===== src/rtl/alu_rr_arbiter.sv =====
// Two-requester round-robin front end for a shared combinational ALU.
// Latches the granted operands, captures result/flags, and commits NZCV on the response handshake.
module alu_rr_arbiter #(
   parameter int N     = 32,
   parameter int CNT_W = 16
) (
   input  logic             clk,
   input  logic             rst,
   input  logic             req0_valid,
   output logic             req0_ready,
   input  logic [N-1:0]     req0_a,
   input  logic [N-1:0]     req0_b,
   input  logic [1:0]       req0_op,
   input  logic             req1_valid,
   output logic             req1_ready,
   input  logic [N-1:0]     req1_a,
   input  logic [N-1:0]     req1_b,
   input  logic [1:0]       req1_op,
   output logic [N-1:0]     alu_a,
   output logic [N-1:0]     alu_b,
   output logic [1:0]       alu_ctrl,
   input  logic [N-1:0]     alu_out,
   input  logic [3:0]       alu_flags,
   output logic             rsp_valid,
   input  logic             rsp_ready,
   output logic             rsp_id,
   output logic [N-1:0]     rsp_result,
   output logic [3:0]       rsp_flags,
   output logic [3:0]       flags_q,
   output logic [CNT_W-1:0] done_cnt
);

   typedef enum logic [1:0] {IDLE, EXEC, RESP} state_t;

   state_t         state, state_next;
   logic           last_grant;
   logic           cur_id;
   logic           grant0, grant1;
   logic [N-1:0]   op_a, op_b;
   logic [1:0]     op_ctrl;

   assign alu_a    = op_a;
   assign alu_b    = op_b;
   assign alu_ctrl = op_ctrl;

   always_ff @(posedge clk) begin
      if (rst) state <= IDLE;
      else     state <= state_next;
   end

   always_comb begin
      state_next = state;
      unique case (state)
         IDLE:    if (grant0 || grant1) state_next = EXEC;
         EXEC:    state_next = RESP;
         RESP:    if (rsp_ready) state_next = IDLE;
         default: state_next = IDLE;
      endcase
   end

   // Contention goes to whichever requester was not served last; ready is masked
   // during reset so no handshake is ever signalled in a cycle that reset discards.
   always_comb begin
      grant0     = req0_valid && (!req1_valid || last_grant);
      grant1     = req1_valid && (!req0_valid || !last_grant);
      req0_ready = (state == IDLE) && !rst && grant0;
      req1_ready = (state == IDLE) && !rst && grant1;
   end

   always_ff @(posedge clk) begin
      if (rst) begin
         op_a       <= '0;
         op_b       <= '0;
         op_ctrl    <= '0;
         cur_id     <= 1'b0;
         last_grant <= 1'b1;
         rsp_valid  <= 1'b0;
         rsp_id     <= 1'b0;
         rsp_result <= '0;
         rsp_flags  <= '0;
         flags_q    <= '0;
         done_cnt   <= '0;
      end else begin
         unique case (state)
            IDLE: begin
               if (req0_ready) begin
                  op_a    <= req0_a;
                  op_b    <= req0_b;
                  op_ctrl <= req0_op;
                  cur_id  <= 1'b0;
               end else if (req1_ready) begin
                  op_a    <= req1_a;
                  op_b    <= req1_b;
                  op_ctrl <= req1_op;
                  cur_id  <= 1'b1;
               end
            end
            EXEC: begin
               rsp_result <= alu_out;
               rsp_flags  <= alu_flags;
               rsp_id     <= cur_id;
               rsp_valid  <= 1'b1;
            end
            RESP: begin
               if (rsp_ready) begin
                  rsp_valid  <= 1'b0;
                  flags_q    <= rsp_flags;
                  done_cnt   <= done_cnt + CNT_W'(1);
                  last_grant <= rsp_id;
               end
            end
            default: ;
         endcase
      end
   end

endmodule


===== config.mk =====
export PLATFORM = sky130hd
export DESIGN_NAME = alu_rr_arbiter
export DESIGN_NICKNAME = d
export VERILOG_FILES = /design/src/rtl/alu_rr_arbiter.sv
export SDC_FILE = /design/constraint.sdc
export NUM_CORES = 1
export LEC_CHECK = 0
export CAP_MARGIN = 20
export CORE_ASPECT_RATIO = 2
export CORE_MARGIN = 8
export CORE_UTILIZATION = 34
export CTS_CLUSTER_SIZE = 40
export DETAILED_ROUTE_END_ITERATION = 8
export PLACE_DENSITY = 0.76
export SYNTH_ARGS = -nofsm -noshare
export SYNTH_HDL_FRONTEND = slang
export SYNTH_SLANG_ARGS = --single-unit

===== constraint.sdc =====
create_clock -name clk -period 1.6 [get_ports clk]
set_clock_uncertainty 0.15 [all_clocks]
set_input_delay 0.32 -clock clk [delete_from_list [all_inputs] [get_ports clk]]
set_output_delay 0.32 -clock clk [all_outputs]
set_load 0.01 [all_outputs]

# [Word-level counts from Yosys, hierarchy flattened]
# Cells that the tools add are included.
[totals] register_bits=128 latchBits=0 ramBits=0 romBits=0 inputBits=173 out_inout_bits=126 word_cells=49 memories=0
[op_classes] n_addsub=1 multipliers=0 n_div=0 order_cmp=0 n_eq_ne=4 shifts=0 muxes=13 bitwise_logic=0 n_reduce_logical=19
[ops] cell="32-bit two-way mux" count=4
[ops] cell="16-bit by 1-bit adder with 16-bit output, second input constant" count=1
[ops] cell="2-bit two-way mux" count=4
[ops] cell="2-bit AND reduction" count=4
[ops] cell="2-bit one-hot mux with 3 select lines" count=1
[ops] cell="1-bit logical AND" count=5
[ops] cell="1-bit logical NOT" count=4
[ops] cell="2-bit != test, second input constant" count=2
[ops] cell="2-bit nonzero test" count=2
[ops] cell="1-bit logical OR" count=3
[ops] cell="1-bit two-way mux" count=3
[ops] cell="2-bit by 1-bit equality test with 1-bit output, second input constant" count=1
[ops] cell="2-bit equality test, second input constant" count=1
[ops] cell="2-bit logical NOT" count=1
[ops] cell="1-bit one-hot mux with 2 select lines" count=1

# [Logic depth before layout (Yosys ltp)]
[depth] word_depth=6 mapped_depth=7 depth_no_buf=5

# [Worst setup path before layout]
# Ideal clock, no wire load.
[synth_path] kind="flip-flop to flip-flop" start="register done_cnt[2]" end="register done_cnt[15]" setup_ns=0.070 arrival_time_ns=1.492 required_time_ns=1.380 setup_slack_ns=-0.112 path_stages_with_launch=6 n_path_buf=1 period_less_slack_ns=1.712 path_cell_list="dfxtp_1 -> and4_1 -> buf_6 -> nand4_4 -> or4_1 -> a21oi_1"
[synth_between] elab_chain_cells=1
[synth_lines] item="start, declared" line_no="30" text="output logic [CNT_W-1:0] done_cnt"
[synth_lines] item="start signal, assigned" line_no="108" text="done_cnt <= done_cnt + CNT_W'(1);"
[synth_lines] item="16-bit by 1-bit adder with 16-bit output" line_no="108"
# Every way passes these cells.
# A chain may end at the register's enable or synchronous reset.

# [Final worst setup path]
[layout_path] start="register state[0]" end="output req0_ready"
[layout_between] elab_chain_cells=3
[layout_lines] item="start, declared" line_no="35" text="state_t state, state_next;"
[layout_lines] item="start signal, assigned" line_no="48" text="else state <= state_next;"
[layout_lines] item="2-bit logical NOT" line_no="66" text="req0_ready = (state == IDLE) && !rst && grant0;"
[layout_lines] item="1-bit logical AND (2 in series)" line_no="66"
[layout_lines] item="end, declared" line_no="10" text="output logic req0_ready,"
# Every way passes these cells.

==> impl_metrics.env <==
export IMPL_dpl_cell_area_um2=8600
export IMPL_path_clk_slew_ns=0.06
export IMPL_run_status="complete, but fails checks"
export IMPL_start_kind="register"
export IMPL_die_w_um=103
export IMPL_insertion_delay_ns=0.42
export IMPL_drt_iter0_drc=184
export IMPL_place_ws_ns=-0.571
export IMPL_drv_cap=0
export IMPL_postRouteAntennaNets=0
export IMPL_wl_mm=23.2
export IMPL_gp_congestion=0.848
export IMPL_grt_usage=0.226
export IMPL_finalHoldViolCount=0
export IMPL_cts_sinks=128
export IMPL_die_area_um2=19500
export IMPL_fmax_mhz=558
export IMPL_syn_inst=649
export IMPL_crit_path_end_kind="output port"
export IMPL_timing_final_ws_setup_ns=-0.192
export IMPL_rsz0062_at_grt="yes"
export IMPL_ir_drop_mv=0.697
export IMPL_worstPathArrival_ns=1.32
export IMPL_viasPerCell=5.11
export IMPL_synth_area_um2=5130
export IMPL_reg2reg_depth=7
export IMPL_fin_nets=1154
export IMPL_violations="negative setup slack"
export IMPL_tns_ns=-3.78
export IMPL_hold_path_depth=2
export IMPL_antenna_found_initial=3
export IMPL_clk_root_buffer_cell="clkbuf_16"
export IMPL_grt_pass1_wl_mm=33.6
export IMPL_rows=63
export IMPL_critPathMaxFanout=3
export IMPL_cts_path_max_buffers=2
export IMPL_fin_area_um2=10100
export IMPL_initial_utilization=0.346
export IMPL_num_fill_cells=1196
export IMPL_finalSetupViolations=65
export IMPL_grt_max_degree=85
export IMPL_r2r_slack_ns=-0.12
export IMPL_holdBufCountCts=0
export IMPL_drc=0
export IMPL_finalPower_mw=10.1
export IMPL_top_level_ports=299
export IMPL_dr_total_vias=6090
export IMPL_cts_buffers=17
export IMPL_htreeDepth=4
export IMPL_hpwl_mm=15.4
export IMPL_period_needed_ns=1.79
export IMPL_r2r_end="alu_b[4]"
export IMPL_min_from="rsp_result[11]"
export IMPL_yosysSeqAreaShare=0.499
export IMPL_min_delay_worst_endpoint="rsp_result[11]"
export IMPL_hold_path_class="reg -> reg"
export IMPL_grt_pass1_vias=6295
export IMPL_crit_reg2reg_launch="state[0]"
export IMPL_worst_hold_slack_ns=0.299
export IMPL_drv_slew=0
export IMPL_p_leak_nw=4.35
export IMPL_period_share=1.12
export IMPL_io_buffer_count=298
export IMPL_required_ns=1.13
export IMPL_tritoncts="done"
export IMPL_core_um2=14800
export IMPL_worst_pin_slew_ns=1.04
export IMPL_area_growth_syn_to_layout_pct=97.3
export IMPL_ys_warn_count=0
export IMPL_critPathKind="reg -> out"
export IMPL_synth_net_count=823
export IMPL_synth_seq_cells=128
export IMPL_drive_above_1_share=0.248
export IMPL_ys_types=33
export IMPL_slew_headroom=0.303
export IMPL_grt_overflow_total=0
export IMPL_synth_avg_cell_area_um2=7.91
export IMPL_wl_per_cell_um=19.4
export IMPL_powerDensity_nw_per_um2=997
export IMPL_drt_pass1_iter_count=4
export IMPL_die_height_um=190
[state kept, by name (all words and copies together), names as in the netlist]
signal / flops
alu_a: 32
rsp_valid: 1
alu_ctrl: 2
last_grant: 1
state: 2
rsp_flags: 4
done_cnt: 16
rsp_id: 1
flags_q: 4
cur_id: 1
rsp_result: 32
alu_b: 32
[stage by stage]
stage	util	instances
global placement	0.580	1136
floorplan	-	649
detailed placement	0.580	1136
CTS	0.656	1179
global route	0.683	1191
finish	0.683	1191
[area by class of cell]
| type | instances | area, µm² | area share |
|---|---|---|---|
| repair buffers | 365 | 3720 | 0.367 |
| multi-input cells | 466 | 2870 | 0.284 |
| flip-flops and latches | 128 | 2580 | 0.255 |
| clock buffers | 19 | 453 | 0.0447 |
| well taps | 195 | 244 | 0.0241 |
| clock inverters | 13 | 233 | 0.0230 |
| inverters | 2 | 12.5 | 0.00124 |
| diodes | 3 | 7.51 | 0.000742 |
[synthesized netlist by cell type]
library cell,n,share of area
dfxtp_1,128,0.50
nand4_4,1,0.0041
nand3_2,1,0.0020
xor2_1,8,0.014
a311oi_1,66,0.11
nand2b_1,2,0.0024
and3_1,3,0.0037
a21oi_1,49,0.048
o31ai_1,3,0.0044
or4_1,3,0.0044
inv_1,1,0.00073
and3b_1,1,0.0017
buf_6,1,0.0022
o21ai_0,2,0.0020
and4b_1,1,0.0020
buf_2,12,0.012
nor2_1,77,0.056
and2_1,1,0.0012
nand3_1,4,0.0039
nand4_1,4,0.0049
clkbuf_1,31,0.023
nand2_1,228,0.17
nor3_2,1,0.0020
buf_4,4,0.0059
ha_1,1,0.0024
xnor2_1,2,0.0034
nand3b_1,3,0.0044
or3_1,2,0.0024
inv_2,1,0.00073
or3b_2,1,0.0017
and4_1,1,0.0017
nor2b_1,1,0.0012
buf_1,5,0.0037
[critical path: stages (launching register included)]
cell	delay, ns
dfxtp_2	0.33
nor3_4	0.19
buf_4	0.15
nand3_4	0.07
inv_2	0.06
buf_6	0.10
[worst max-delay path by stage]
| stage | startpoint | endpoint |
|---|---|---|
| 2_1_floorplan | done_cnt[2] | done_cnt[15] |
| 3_3_place_gp | req0_valid | req1_ready |
| 3_5_place_dp | req0_valid | alu_a[15] |
| 4_1_cts | state[0] | req0_ready |
| 5_1_grt | state[0] | req0_ready |
| 6_report | state[0] | req0_ready |
[power by group]
| part | internal (mW) | switching (mW) | total [mW] |
|---|---|---|---|
| Combinational | 1.06 | 0.935 | 1.99 |
| Sequential | 3.44 | 0.127 | 3.57 |
| Clock | 3.01 | 1.52 | 4.53 |
[cell families after synthesis]
logic type / Yosys count / synth area share
xor+xnor: 10 / 0.0171
compound gates: 120 / 0.167
buf+inv: 55 / 0.0475
fa+ha+maj: 1 / 0.00244
flops: 128 / 0.499
simple gates: 335 / 0.267
[metal layers]
layer	vias up	global-route usage	share of wire
li1	2882	-	-
met1	2870	0.215	0.34
met2	261	0.406	0.53
met3	77	0.0652	0.072
met4	0	0.145	0.061
met5	-	0	0
[layout by cell type (no fill, tap or decap), types with 2 or more instances in the layout]
cell type / Yosys / routed
clkdlybuf4s15_2: 0 / 3
a21oi_1: 49 / 47
buf_6: 1 / 10
clkinvlp_4: 0 / 4
dfxtp_1: 128 / 116
diode_2: 0 / 3
bufinv_16: 0 / 6
nand2b_1: 2 / 2
clkbuf_16: 0 / 21
clkdlybuf4s50_1: 0 / 170
buf_12: 0 / 15
buf_2: 12 / 7
dfxtp_2: 0 / 10
or3_1: 2 / 2
clkdlybuf4s15_1: 0 / 4
buf_16: 0 / 2
nand3b_1: 3 / 3
a311oi_1: 66 / 30
buf_4: 4 / 32
nand2_1: 228 / 171
a21oi_2: 0 / 2
or4_1: 3 / 2
nor2_2: 0 / 11
clkbuf_8: 0 / 2
xor2_1: 8 / 8
buf_8: 0 / 6
nand4_1: 4 / 4
nand2_4: 0 / 19
dfxtp_4: 0 / 2
o31ai_2: 0 / 2
nand2_2: 0 / 38
clkinv_4: 0 / 2
and3_4: 0 / 2
nor2_1: 77 / 66
o21ai_0: 2 / 2
a311oi_2: 0 / 36
dlygate4sd2_1: 0 / 110
xnor2_1: 2 / 2
nand3_1: 4 / 3
[timing repair]
action,4_1_cts,5_1_grt
setup endpoints to repair,195,88
pin swaps,93,31
buffers inserted,6,9
gates cloned,5,5
gates resized for setup,260,93
Note: power is estimated with default switching activity, not from simulation.
